**config.mk**
```make
export PLATFORM = sky130hd
export DESIGN_NAME = ibr128_ctr_seq
export DESIGN_NICKNAME = d
export VERILOG_FILES = /design/src/rtl/ibr128_ctr_seq.sv
export SDC_FILE = /design/constraint.sdc
export NUM_CORES = 1
export LEC_CHECK = 0
export ABC_AREA = 1
export CAP_MARGIN = 20
export CORE_ASPECT_RATIO = 0.5
export CORE_MARGIN = 5
export CORE_UTILIZATION = 43
export CTS_BUF_LIST = sky130_fd_sc_hd__clkbuf_16
export CTS_CLUSTER_SIZE = 40
export DETAILED_ROUTE_END_ITERATION = 10
export PLACE_DENSITY = 0.82
export SLEW_MARGIN = 20
export SYNTH_ARGS = -nofsm -noshare
export SYNTH_HDL_FRONTEND = slang
export SYNTH_SLANG_ARGS = --single-unit
```
**constraint.sdc**
```tcl
create_clock -name Clk -period 5.2 [get_ports Clk]
set_clock_uncertainty 0.2 [all_clocks]
set_input_delay 0.78 -clock Clk [delete_from_list [all_inputs] [get_ports Clk]]
set_output_delay 0.78 -clock Clk [all_outputs]
set_load 0.005 [all_outputs]
```
**src/rtl/ibr128_ctr_seq.sv**
```systemverilog
// Counter-block sequencer for IBR128 CTR mode: feeds (IV, index) to an external
// ripple-carry pipelined adder and hands each settled sum to the cipher core.
module ibr128_ctr_seq #(
  parameter int LAT   = 4,
  parameter int IDX_W = 32
) (
  input  logic             Clk,
  input  logic             Rst,
  input  logic             Start,
  input  logic [63:0]      Iv,
  input  logic [IDX_W-1:0] NumBlocks,
  output logic [63:0]      AddA,
  output logic [63:0]      AddB,
  output logic             AddEn,
  input  logic [63:0]      AddS,
  output logic             OutValid,
  input  logic             OutReady,
  output logic [63:0]      OutCtr,
  output logic             Busy,
  output logic             Done
);

  localparam int CW = (LAT > 1) ? $clog2(LAT) : 1;

  localparam logic [1:0] S_IDLE    = 2'd0;
  localparam logic [1:0] S_SETTLE  = 2'd1;
  localparam logic [1:0] S_PRESENT = 2'd2;
  localparam logic [1:0] S_FIN     = 2'd3;

  logic [1:0]       state;
  logic [IDX_W-1:0] idx;
  logic [IDX_W-1:0] remaining;
  logic [CW-1:0]    settle_cnt;

  always_ff @(posedge Clk or posedge Rst) begin
    if (Rst) begin
      state      <= S_IDLE;
      AddA       <= '0;
      idx        <= '0;
      remaining  <= '0;
      settle_cnt <= '0;
    end else begin
      case (state)
        S_IDLE: begin
          if (Start) begin
            AddA       <= Iv;
            idx        <= '0;
            remaining  <= NumBlocks;
            settle_cnt <= '0;
            state      <= (NumBlocks != '0) ? S_SETTLE : S_FIN;
          end
        end
        // Operands stay frozen while the adder ripples carries across its stages
        S_SETTLE: begin
          if (settle_cnt == CW'(LAT - 1)) begin
            settle_cnt <= '0;
            state      <= S_PRESENT;
          end else begin
            settle_cnt <= settle_cnt + 1'b1;
          end
        end
        S_PRESENT: begin
          if (OutReady) begin
            remaining <= remaining - 1'b1;
            if (remaining == IDX_W'(1)) begin
              state <= S_FIN;
            end else begin
              idx   <= idx + 1'b1;
              state <= S_SETTLE;
            end
          end
        end
        S_FIN:   state <= S_IDLE;
        default: state <= S_IDLE;
      endcase
    end
  end

  // AddEn low in PRESENT freezes the adder, which keeps OutCtr bit-stable during stalls
  assign AddB     = 64'(idx);
  assign AddEn    = (state == S_SETTLE);
  assign OutValid = (state == S_PRESENT);
  assign OutCtr   = OutValid ? AddS : 64'd0;
  assign Busy     = (state != S_IDLE);
  assign Done     = (state == S_FIN);

endmodule

```
* After elaboration in Yosys (flattened, before gate mapping)
Cells that the tools add are included.
Cells by class: $add $sub $neg 3, multiply operators 0, div/mod/pow operators 0, magnitude comparators 0, eq/ne operators 9, shift operators 0, muxes and demuxes 17, bitwise gates (word level) 0, reduce and logical (&&, ||, !) cells 10
Operators by type and width (number):
- 32-bit two-way mux | 5
- 32-bit one-hot mux with 2 select lines | 2
- 64-bit two-way mux | 1
- 32-bit by 1-bit adder with 32-bit output, second input constant | 1
- 32-bit by 1-bit equality test with 1-bit output, second input constant | 1
- 32-bit nonzero test | 1
- 32-bit by 1-bit subtractor with 32-bit output, second input constant | 1
- 2-bit two-way mux | 7
- 2-bit one-hot mux with 4 select lines | 1
- 2-bit equality test, second input constant | 3
- 3-bit AND reduction | 2
- 2-bit nonzero test | 3
- 2-bit by 1-bit inequality test with 1-bit output, second input constant | 2
- 2-bit inequality test, second input constant | 2
- 2-bit one-hot mux with 2 select lines | 1
- 2-bit AND reduction | 2
- 4-bit AND reduction | 1
- 2-bit by 1-bit adder with 2-bit output, second input constant | 1
- 2-bit by 1-bit equality test with 1-bit output, second input constant | 1
- 2-bit logical NOT | 1
Word-level totals: register bits 132, bits in latches 0, RAM bits 0, bits in read-only memories 0, input port bits 164, output and inout bits 196, word-level logic and storage cells 44, memories 0

* Longest topological paths before layout
Gate-level depths: netlist of run 1.
depth in word-level cells 4, depth in mapped cells 11, mapped depth without buffers 10

* Worst setup path after synthesis of run 1
No wires, ideal clock.
path kind register -> output, start reg state[0], end out OutCtr[53], arrival 1315 ps, data required time 4220 ps, setup slack 2905 ps, cell stages (with the launch flop) 6, path buffers 2, path through dfrtp_1 > inv_2 > nand2_2 > clkbuf_1 > buf_1 > nor2_1
On the way: word-level cells in the longest chain between the ends 2
RTL lines:
- start, declared | RTL line 30 | logic [1:0] state;
- start signal, assigned | RTL line 50 | state <= (NumBlocks != '0) ? S_SETTLE : S_FIN;
- 2-bit equality test | RTL line 82 | assign OutValid = (state == S_PRESENT);
- 64-bit two-way mux | RTL line 83 | assign OutCtr = OutValid ? AddS : 64'd0;
- end, declared | RTL line 18 | output logic [63:0] OutCtr,
Every way passes these cells.

* Worst setup path after layout of run 1
start reg state[1], end out OutCtr[18]
The elaborated chain is that of the path after synthesis.

==> results.tsv, run 1 <==
stage	metric	value	unit
outcome	outcome	finished, final reports clean	
grt	vias in the first global route	8293	
drt	Antenna Violating Nets Remaining	0	
floorplan	Die Y	107	microns
floorplan	Top Ports	360	
clock_tree	Post-CTS Hold Fix Bufs	0	
floorplan	Die X	203	microns
min_path	hold path start	AddA[5]	
synth	post-synthesis cell count	1117	
clock_tree	Setup Buffers After CTS	0	
min_path	Hold Path End	AddA[5]	
timing	Highest Clock Rate	289	MHz
layout	layout cells sized above 1	8.17	%
layout	Area Growth Syn to Fin	49.1	%
clock_tree	Root Driver	clkbuf_16	
synth	Main synth FF type	dfrtp_1	
clock_tree	clk sink count	132	
drt	Via Count	8274	
timing	Slew Limit Headroom	41.1	%
placement	Inst Count DP	1653	
floorplan	starting density of the core	43.7	%
critical_path	reg2reg start	state[1]	
clock_tree	TritonCTS clock tree	built	
critical_path	Crit Reg-Reg Endpoint	idx[3]	
power	Max rail drop VDD	0.275	mV
synth	Mapped Avg Cell Area	7.19	sq um
critical_path	R2R depth	8	
layout	# diodes	0	
synth	Post-synth EDFFs	0	
timing	Tmin final	3.46	ns
synth	synthesized flop and latch total	132	
grt	initial antenna violation count	0	
layout	share of the core filled with cells	65.1	%
drt	Total Wirelength	27.1	mm
min_path	hold depth	1	
layout	Nets	1600	
run	max cap viols	0	
grt	GRT Resource Usage Total	24.4	%
timing	setup repair after global routing missed its margin	no	
clock_tree	htree depth	4	
placement	Setup WS pre-CTS	1.58	ns
drt	DR iter-0 viols	688	
timing	Tcrit/Tclk final	66.5	%
timing	Final TNS setup	0	ns
critical_path	Setup crit start kind	flip-flop	
floorplan	FP Rows	35	
grt	largest net degree at the start of global routing	82	
critical_path	crit path max fanout	81	
clock_tree	Inserted Clock Buffers	17	
critical_path	R2R Setup Slk	1.97	ns
floorplan	core box area	18400	sq um
placement	DP HPWL	20.6	mm
power	P_leak	5.32	nW
power	PwrDens	457	nW/um^2
placement	Placer Congestion	0.952	
drt	DR vias/cell	4.91	
grt	gr ovfl total	0	
clock_tree	clock-pin slew on the worst setup and hold paths	0.06	ns
timing	setup ws final	1.74	ns
critical_path	Critical Path RT	4.22	ns
synth	distinct cell type count after synthesis	33	
synth	Mapped Area	8040	sq um
clock_tree	Post-CTS Resized	0	
drt	wire per inst	16.1	microns
critical_path	Data arrival, critical path	2.48	ns
clock_tree	Longest Clk Path Bufs	2	
placement	PortBufs	327	
critical_path	CP endpoint kind	output pin	
timing	Max Slew Vio Count	0	
min_path	worst hold path class	reg -> reg	
timing	final-report setup violation count	0	
synth	synth warn	0	
synth	Post-synth ARST share	100	%
critical_path	critical path type	reg -> out	
timing	Worst Tran Pin Value	0.884	ns
grt	first-pass GRT wire length	43.1	mm
timing	Final Hold Vio Count	0	
clock_tree	Clock Latency Late Sink	0.43	ns
synth	sequential cell area fraction in the yosys report	41.1	%
drt	Residual DRC	0	
drt	router iterations before antenna repair	5	
layout	Finished Layout Cells	1685	
floorplan	die area	21700	sq um
-- registers in the layout, indices dropped and copies added (netlist names) --
register,count
AddA,64
idx,32
remaining,32
settle_cnt,2
state,2
-- Yosys cell counts (3+ instances only) --
cell / instances / share of area (%)
buf_4: 33 / 3.1
ha_1: 4 / 0.62
o21ai_0: 29 / 1.8
buf_1: 5 / 0.23
a21oi_1: 14 / 0.87
nand3_1: 64 / 4.0
o22ai_1: 10 / 0.78
inv_1: 140 / 6.5
dfrtp_1: 132 / 41
or2_2: 3 / 0.23
mux2_2: 64 / 9.0
nor2_1: 234 / 11
nor2_2: 3 / 0.23
xor2_1: 10 / 1.1
buf_2: 18 / 1.1
xnor2_1: 8 / 0.87
clkbuf_1: 12 / 0.56
inv_2: 3 / 0.14
nand2_1: 286 / 13
nand4_1: 9 / 0.70
o21ai_1: 21 / 1.3
-- layout make-up --
| class | instances | area, sq um |
|---|---|---|
| Timing Repair Buffer | 333 | 3320 |
| Multi-Input combinational cell | 805 | 3910 |
| Clock inverter | 15 | 178 |
| Fill cell | 1540 | 6420 |
| Sequential cell | 132 | 3300 |
| Clock buffer | 17 | 425 |
| Tap cell | 240 | 300 |
| Inverter | 143 | 539 |
-- placed cells by master (no fill, tap or decap), types with 2 or more instances in the layout --
cell type        Yosys  layout
xnor2_1              8       8
nand2_1            286     285
o22ai_1             10      10
inv_2                3       3
mux2_2              64      64
clkdlybuf4s50_1      0     327
a21oi_1             14      14
nor2_4               2       2
inv_6                0       5
a22oi_1              2       2
nor2_2               3       3
nand2_2              2       3
nand3_1             64      64
or2_2                3       3
bufinv_16            0       3
buf_4               33       6
nand4_1              9       9
clkinvlp_4           0       3
conb_1               1      32
o21ai_0             29      29
inv_1              140     140
clkbuf_16            0      17
nor2_1             234     234
dfrtp_1            132     132
xor2_1              10      10
ha_1                 4       4
o21ai_1             21      21
-- logic make-up (layout without fill, tap and decap cells) --
kind of cell | after synthesis | count (layout) | share of synthesized area, %
flops | 132 | 132 | 41.1
other cells | 1 | 32 | 0.0467
fa+ha+maj | 4 | 4 | 0.623
mux | 64 | 64 | 8.97
compound gates | 81 | 81 | 5.47
buf+inv | 211 | 508 | 11.7
simple gates | 606 | 606 | 30.1
xor+xnor | 18 | 18 | 1.96
-- worst max path at each step --
stage | start | end | slack (ns) | cells past startpoint
final | state[1] | OutCtr[18] | 1.74 | 5
after global routing | state[1] | OutCtr[18] | 1.61 | 5
after CTS | state[1] | OutCtr[18] | 1.75 | 5
after detailed placement | Start | idx[3] | 1.58 | 8
after global placement | Start | idx[15] | 1.67 | 9
after floorplan | Rst | AddA[0] | 0.69 | 1
-- metal layers --
layer	share of wire (%)	up-vias	track usage (%)
li1	-	4028	-
met1	42	3887	30.8
met2	49	317	41.5
met3	7.1	42	5.95
met4	2.0	0	8.03
met5	0	-	0
-- power breakdown --
| group | internal (mW) | switching [mW] |
|---|---|---|
| clock | 0.758 | 0.502 |
| combinational | 1.28 | 1.20 |
| sequential | 1.43 | 0.303 |
-- critical path, cell delays in order, from the launching register on --
cell,delay [ns]
dfrtp_1,0.36
buf_4,0.24
nand2_2,0.13
buf_4,0.60
nor2_1,0.14
clkdlybuf4s50_1,0.51
-- stage by stage --
step / hold slack, ns / total power, mW / area [sq um]
6_report: 0.304 / 5.48 / 12000
5_1_grt: 0.322 / 5.84 / 12000
4_1_cts: 0.306 / 5.49 / 12000
3_5_place_dp: 0.292 / 4.22 / 11400
3_3_place_gp: 0.285 / 4.14 / 11400
2_1_floorplan: 0.264 / 3.01 / 8150
(Power assumes the default switching activity.)
==> run 2, diff against run 1 <==
==> constraint.sdc (replaced) <==
create_clock -name Clk -period 3.6 [get_ports Clk]
set_clock_uncertainty 0.2 [all_clocks]
set_input_delay 0.54 -clock Clk [delete_from_list [all_inputs] [get_ports Clk]]
set_output_delay 0.54 -clock Clk [all_outputs]
set_load 0.005 [all_outputs]
==> results.tsv, run 2 (synthesis results as in run 1) <==
stage	metric	value	unit	change
floorplan	die area	21700	sq um	unchanged
grt	first-pass GRT wire length	43.0	mm	-0.21%
drt	Antenna Violating Nets Remaining	0		unchanged
timing	Max Slew Vio Count	0		unchanged
grt	GRT Resource Usage Total	24.5	%	+0.054 points
grt	largest net degree at the start of global routing	87		+6.1%
floorplan	Top Ports	360		unchanged
critical_path	CP endpoint kind	output pin		
placement	Placer Congestion	0.972		+2.2%
critical_path	Setup crit start kind	flip-flop		
clock_tree	clock-pin slew on the worst setup and hold paths	0.06	ns	about the same
placement	DP HPWL	21.2	mm	+2.7%
clock_tree	Longest Clk Path Bufs	2		unchanged
power	PwrDens	671	nW/um^2	+47%
timing	Final Hold Vio Count	0		unchanged
clock_tree	TritonCTS clock tree	built		
layout	design area	12100	sq um	+1.0%
clock_tree	clk sink count	132		unchanged
floorplan	starting density of the core	43.7	%	unchanged
layout	Nets	1605		+0.31%
power	P_leak	5.38	nW	+1.1%
layout	Largest regs	AddA (64), idx (32), remaining (32)		
min_path	hold depth	1		unchanged
layout	most common cell after layout, fill and taps aside	clkdlybuf4s50_1		
timing	final-report setup violation count	0		unchanged
floorplan	Die Y	107	microns	unchanged
timing	setup repair after global routing missed its margin	no		
timing	Worst Tran Pin Value	0.880	ns	-0.00346 ns
clock_tree	Post-CTS Resized	0		unchanged
layout	Reg with most FFs	AddA		
clock_tree	Setup Buffers After CTS	0		unchanged
timing	Slew Limit Headroom	41.1	%	about the same
layout	most frequent cells in the layout	clkdlybuf4s50_1 (327), nand2_1 (285), nor2_1 (234)		
power	total power draw	8.12	mW	+48%
layout	Largest register FFs	64		unchanged
floorplan	Die X	203	microns	unchanged
drt	DR vias/cell	4.94		+0.61%
critical_path	crit path max fanout	23		-72%
drt	router iterations before antenna repair	5		unchanged
floorplan	core box area	18400	sq um	unchanged
drt	Via Count	8349		+0.91%
critical_path	Data arrival, critical path	2.37	ns	-0.11 ns
placement	Post-DP Area	11400	sq um	+0.67%
layout	Area Growth Syn to Fin	50.6	%	
power	Max rail drop VDD	0.538	mV	+96%
timing	Highest Clock Rate	322	MHz	
critical_path	Critical Path RT	2.86	ns	-1.36 ns
timing	Tmin final	3.11	ns	
drt	DR iter-0 viols	691		+0.44%
grt	initial antenna violation count	0		unchanged
clock_tree	htree depth	4		unchanged
layout	# diodes	0		unchanged
floorplan	FP Rows	35		unchanged
clock_tree	Clock Latency Late Sink	0.43	ns	about the same
critical_path	R2R depth	7		-1
min_path	worst hold path class	reg -> reg		
grt	gr ovfl total	0		unchanged
placement	PortBufs	327		unchanged
timing	Tcrit/Tclk final	86.3	%	
critical_path	critical path type	reg -> out		
clock_tree	Inserted Clock Buffers	17		unchanged
outcome	outcome	finished, final reports clean		
timing	Final TNS setup	0	ns	unchanged
clock_tree	Root Driver	clkbuf_16		
grt	vias in the first global route	8167		-1.5%
drt	Residual DRC	0		unchanged
drt	Total Wirelength	27.1	mm	+0.23%
clock_tree	Post-CTS Hold Fix Bufs	0		unchanged
run	max cap viols	0		unchanged
drt	wire per inst	16.1	microns	about the same
layout	layout cells sized above 1	8.48	%	+0.32 points
==> run 2: cell types whose count changed in the layout (fill, tap and decap cells not counted), sizes merged <==
cell | before | now
buf | 6 | 11
bufinv | 3 | 5
inv | 149 | 147
==> run 2: per-layer routing <==
metal / GRT usage (%) / up-vias / wire length (microns)
met2: 41.6 / 393 / 13200
met4: 7.36 / 0 / 587
met3: 6.01 / 50 / 2200
met5: 0 / - / 0
li1: - / 4043 / -
met1: 31.1 / 3863 / 11100
==> run 2: stage by stage <==
stage	util [%]	hold slack, ns	std cells	setup slack, ns
after floorplan	-	0.264	1148	1.22
after global placement	62.3	0.287	1658	1.01
after detailed placement	62.3	0.292	1658	0.956
after CTS	65.8	0.306	1690	0.510
after global routing	65.8	0.324	1690	0.388
final	65.8	0.303	1690	0.495
==> run 2: final timing paths <==
path	to	slack (ns)	from
max	OutCtr[62]	0.49	state[1]
min	AddA[18]	0.30	AddA[18]
max reg2reg	idx[24]	0.94	state[1]
min reg2reg	AddA[18]	0.30	AddA[18]
max in group asynchronous	AddA[11]	2.07	Rst
min in group asynchronous	AddA[34]	0.31	Rst
==> run 2: critical path: stages (launching register included) <==
cell and delay (ns):
dfrtp_1 0.57, nand2_2 0.38, buf_4 0.34, nor2_1 0.12, clkdlybuf4s50_1 0.53
==> run 2: area by class of cell <==
cell class | instances | area [sq um]
Sequential cell | 132 | 3300
Inverter | 143 | 541
Multi-Input combinational cell | 805 | 3910
Clock buffer | 17 | 425
Tap cell | 240 | 300
Fill cell | 1514 | 6290
Clock inverter | 15 | 225
Timing Repair Buffer | 338 | 3390
==> run 2: where the power goes <==
group          internal [mW]  total [mW]  switching [mW]
Combinational           1.90        3.65            1.75
Clock                   1.24        1.94           0.707
Sequential              2.07        2.53           0.454
==> run 3, diff against run 2 <==
==> config.mk (replaced) <==
export PLATFORM = sky130hd
export DESIGN_NAME = ibr128_ctr_seq
export DESIGN_NICKNAME = d
export VERILOG_FILES = /design/src/rtl/ibr128_ctr_seq.sv
export SDC_FILE = /design/constraint.sdc
export NUM_CORES = 1
export LEC_CHECK = 0
export CAP_MARGIN = 20
export CORE_ASPECT_RATIO = 0.5
export CORE_MARGIN = 5
export CORE_UTILIZATION = 41
export CTS_CLUSTER_SIZE = 40
export DETAILED_ROUTE_END_ITERATION = 10
export PLACE_DENSITY = 0.81
export SKIP_CTS_REPAIR_TIMING = 1
export SLEW_MARGIN = 20
export SYNTH_ARGS = -nofsm -noshare
export SYNTH_HDL_FRONTEND = slang
export SYNTH_SLANG_ARGS = --single-unit
==> results.tsv, run 3 <==
stage	metric	value	unit	change
timing	Final Hold Vio Count	0		unchanged
floorplan	core box area	17400	sq um	-5.2%
clock_tree	TritonCTS clock tree	built		
layout	Nets	1352		-16%
drt	Total Wirelength	25.5	mm	-6.2%
critical_path	Critical Path RT	2.86	ns	about the same
synth	cell taking the most area after synthesis	dfrtp_1		
timing	Worst Tran Pin Value	0.834	ns	-0.0458 ns
critical_path	reg2reg start	remaining[17]		
timing	setup repair after global routing missed its margin	no		
timing	Tmin final	3.28	ns	+0.175 ns
layout	Largest register FFs	64		unchanged
floorplan	FP Rows	34		-2.9%
synth	distinct cell type count after synthesis	60		+82%
power	PwrDens	676	nW/um^2	+0.77%
grt	GRT Resource Usage Total	24.0	%	-0.48 points
floorplan	Die X	199	microns	-2.2%
synth	Main synth FF type	dfrtp_1		
layout	layout cells sized above 1	6.43	%	-2.1 points
timing	Tcrit/Tclk final	91.1	%	+4.9 points
floorplan	Top Ports	360		unchanged
critical_path	Data arrival, critical path	2.54	ns	+0.17 ns
clock_tree	clock-pin slew on the worst setup and hold paths	0.06	ns	about the same
floorplan	starting density of the core	41.9	%	-1.7 points
critical_path	Setup crit start kind	flip-flop		
timing	final-report setup violation count	0		unchanged
floorplan	Die Y	104	microns	-2.1%
clock_tree	clk sink count	132		unchanged
synth	Mapped Area	7320	sq um	-9.0%
placement	Placer Congestion	0.897		-7.8%
grt	largest net degree at the start of global routing	71		-18%
layout	Area Growth Syn to Fin	55.6	%	
placement	Post-DP Area	10700	sq um	-6.3%
layout	most common cell after layout, fill and taps aside	clkdlybuf4s50_1		
drt	wire per inst	17.8	microns	+11%
clock_tree	Inserted Clock Buffers	17		unchanged
critical_path	crit path max fanout	43		+87%
clock_tree	Root Driver	clkbuf_16		
placement	PortBufs	327		unchanged
run	max cap viols	0		unchanged
power	Max rail drop VDD	0.441	mV	-18%
placement	DP HPWL	19.1	mm	-10%
outcome	outcome	finished, final reports clean		
synth	post-synthesis cell count	870		-22%
timing	Final TNS setup	0	ns	unchanged
floorplan	die area	20800	sq um	-4.2%
clock_tree	Longest Clk Path Bufs	2		unchanged
clock_tree	htree depth	4		unchanged
synth	synth top area cells	dfrtp_1 (45%), nand2_1 (12%), and2_1 (5.6%), a21oi_1 (3.5%), buf_4 (3.4%)		
drt	Antenna Violating Nets Remaining	0		unchanged
min_path	worst hold path class	in -> async		
synth	synth warn	0		unchanged
drt	Via Count	7520		-9.9%
layout	most frequent cells in the layout	clkdlybuf4s50_1 (327), nand2_1 (239), dfrtp_1 (132)		
grt	vias in the first global route	7459		-8.7%
layout	design area	11400	sq um	-5.9%
critical_path	CP endpoint kind	output pin		
drt	DR vias/cell	5.26		+6.4%
layout	# diodes	0		unchanged
timing	Slew Limit Headroom	44.2	%	+3.1 points
critical_path	CP startpoint	state[0]		
drt	Residual DRC	0		unchanged
synth	Post-synth ARST share	100	%	unchanged
critical_path	critical path type	reg -> out		
synth	Post-synth EDFFs	0		unchanged
layout	Reg with most FFs	AddA		
timing	Highest Clock Rate	305	MHz	-5.3%
grt	first-pass GRT wire length	40.4	mm	-6.0%
power	P_leak	4.70	nW	-13%
synth	synthesized flop and latch total	132		unchanged
synth	sequential cell area fraction in the yosys report	45.2	%	+4.0 points
drt	DR iter-0 viols	706		+2.2%
drt	router iterations before antenna repair	5		unchanged
clock_tree	Clock Latency Late Sink	0.42	ns	about the same
synth	Mapped Avg Cell Area	8.41	sq um	+17%
synth	synth cell count leaders	nand2_1 (239), dfrtp_1 (132), and2_1 (66)		
synth	most frequent cell after synthesis	nand2_1		
grt	gr ovfl total	0		unchanged
grt	initial antenna violation count	0		unchanged
synth	Synth top area share	45.2	%	+4.0 points
layout	Largest regs	AddA (64), idx (32), remaining (32)		
timing	Max Slew Vio Count	0		unchanged
[run 3: cell types whose count changed in the layout (fill, tap and decap cells not counted), moves of 37 or more]
cell / change
a21oi_1: +37
and2_1: +66
inv_1: -129
mux2_2: -64
nand2_1: -46
nand3_1: -43
nor2_1: -209
[run 3: area by class of cell]
cell class,instances,area [sq um]
inverter,13,52.6
sequential,132,3300
multi-input combinational,672,3600
fill,1401,6060
clock buffer,19,443
clock inverter,13,206
tap,234,293
timing repair buffer,348,3480
[run 3: layer usage]
metal  GRT usage (%)  vias to the layer above  share of wire (%)
met3            4.79                       48                6.2
li1                -                     3596                  -
met2            40.0                      296                 50
met1            31.4                     3580                 41
met5               0                        -                  0
met4            7.76                        0                2.4
[run 3: power breakdown]
part           internal (mW)  switching (mW)  total [mW]
Clock                   1.25           0.672        1.92
Combinational           1.72            1.56        3.28
Sequential              2.04           0.457        2.50
[run 3: worst max-delay path, cell delays in order, from the launching register on]
cell	delay [ns]
dfrtp_1	0.55
nand2b_1	0.23
buf_4	0.19
inv_2	0.10
buf_4	0.32
and2_1	0.20
clkdlybuf4s50_1	0.52
[run 3: path summary, 6_finish.rpt]
| kind | endpoint | slack [ns] | depth (start not counted) |
|---|---|---|---|
| setup / recovery | OutCtr[41] | 0.32 | 6 |
| hold / removal | AddA[6] | 0.26 | 2 |
| setup reg to reg | idx[12] | 0.43 | 6 |
| hold reg to reg | AddA[5] | 0.26 | 2 |
| max in group asynchronous | remaining[29] | 2.26 | 3 |
| min in group Clk | AddA[5] | 0.27 | 2 |
[run 3: cells by family (layout without fill, tap and decap cells)]
family	after synthesis	after routing	synth area share, %
adders and majority gates	4	4	0.684
buffers and inverters	97	393	7.32
other	1	32	0.0513
muxes	4	4	0.547
AOI/OAI and AO/OA	162	162	14.6
and+or+nand+nor	468	468	31.4
xor gates and xnor gates	2	2	0.239
DFF	132	132	45.2
[run 3: through the flow]
stage	worst slack, ns	hold WS [ns]	total power, mW	utilization (%)	cells
floorplan	0.927	0.261	4.02	-	901
global placement	0.534	0.257	5.66	61.5	1399
detailed placement	0.458	0.261	5.79	61.5	1399
CTS	0.352	0.275	7.73	65.3	1431
global route	0.220	0.293	8.19	65.3	1431
finish	0.319	0.265	7.69	65.3	1431
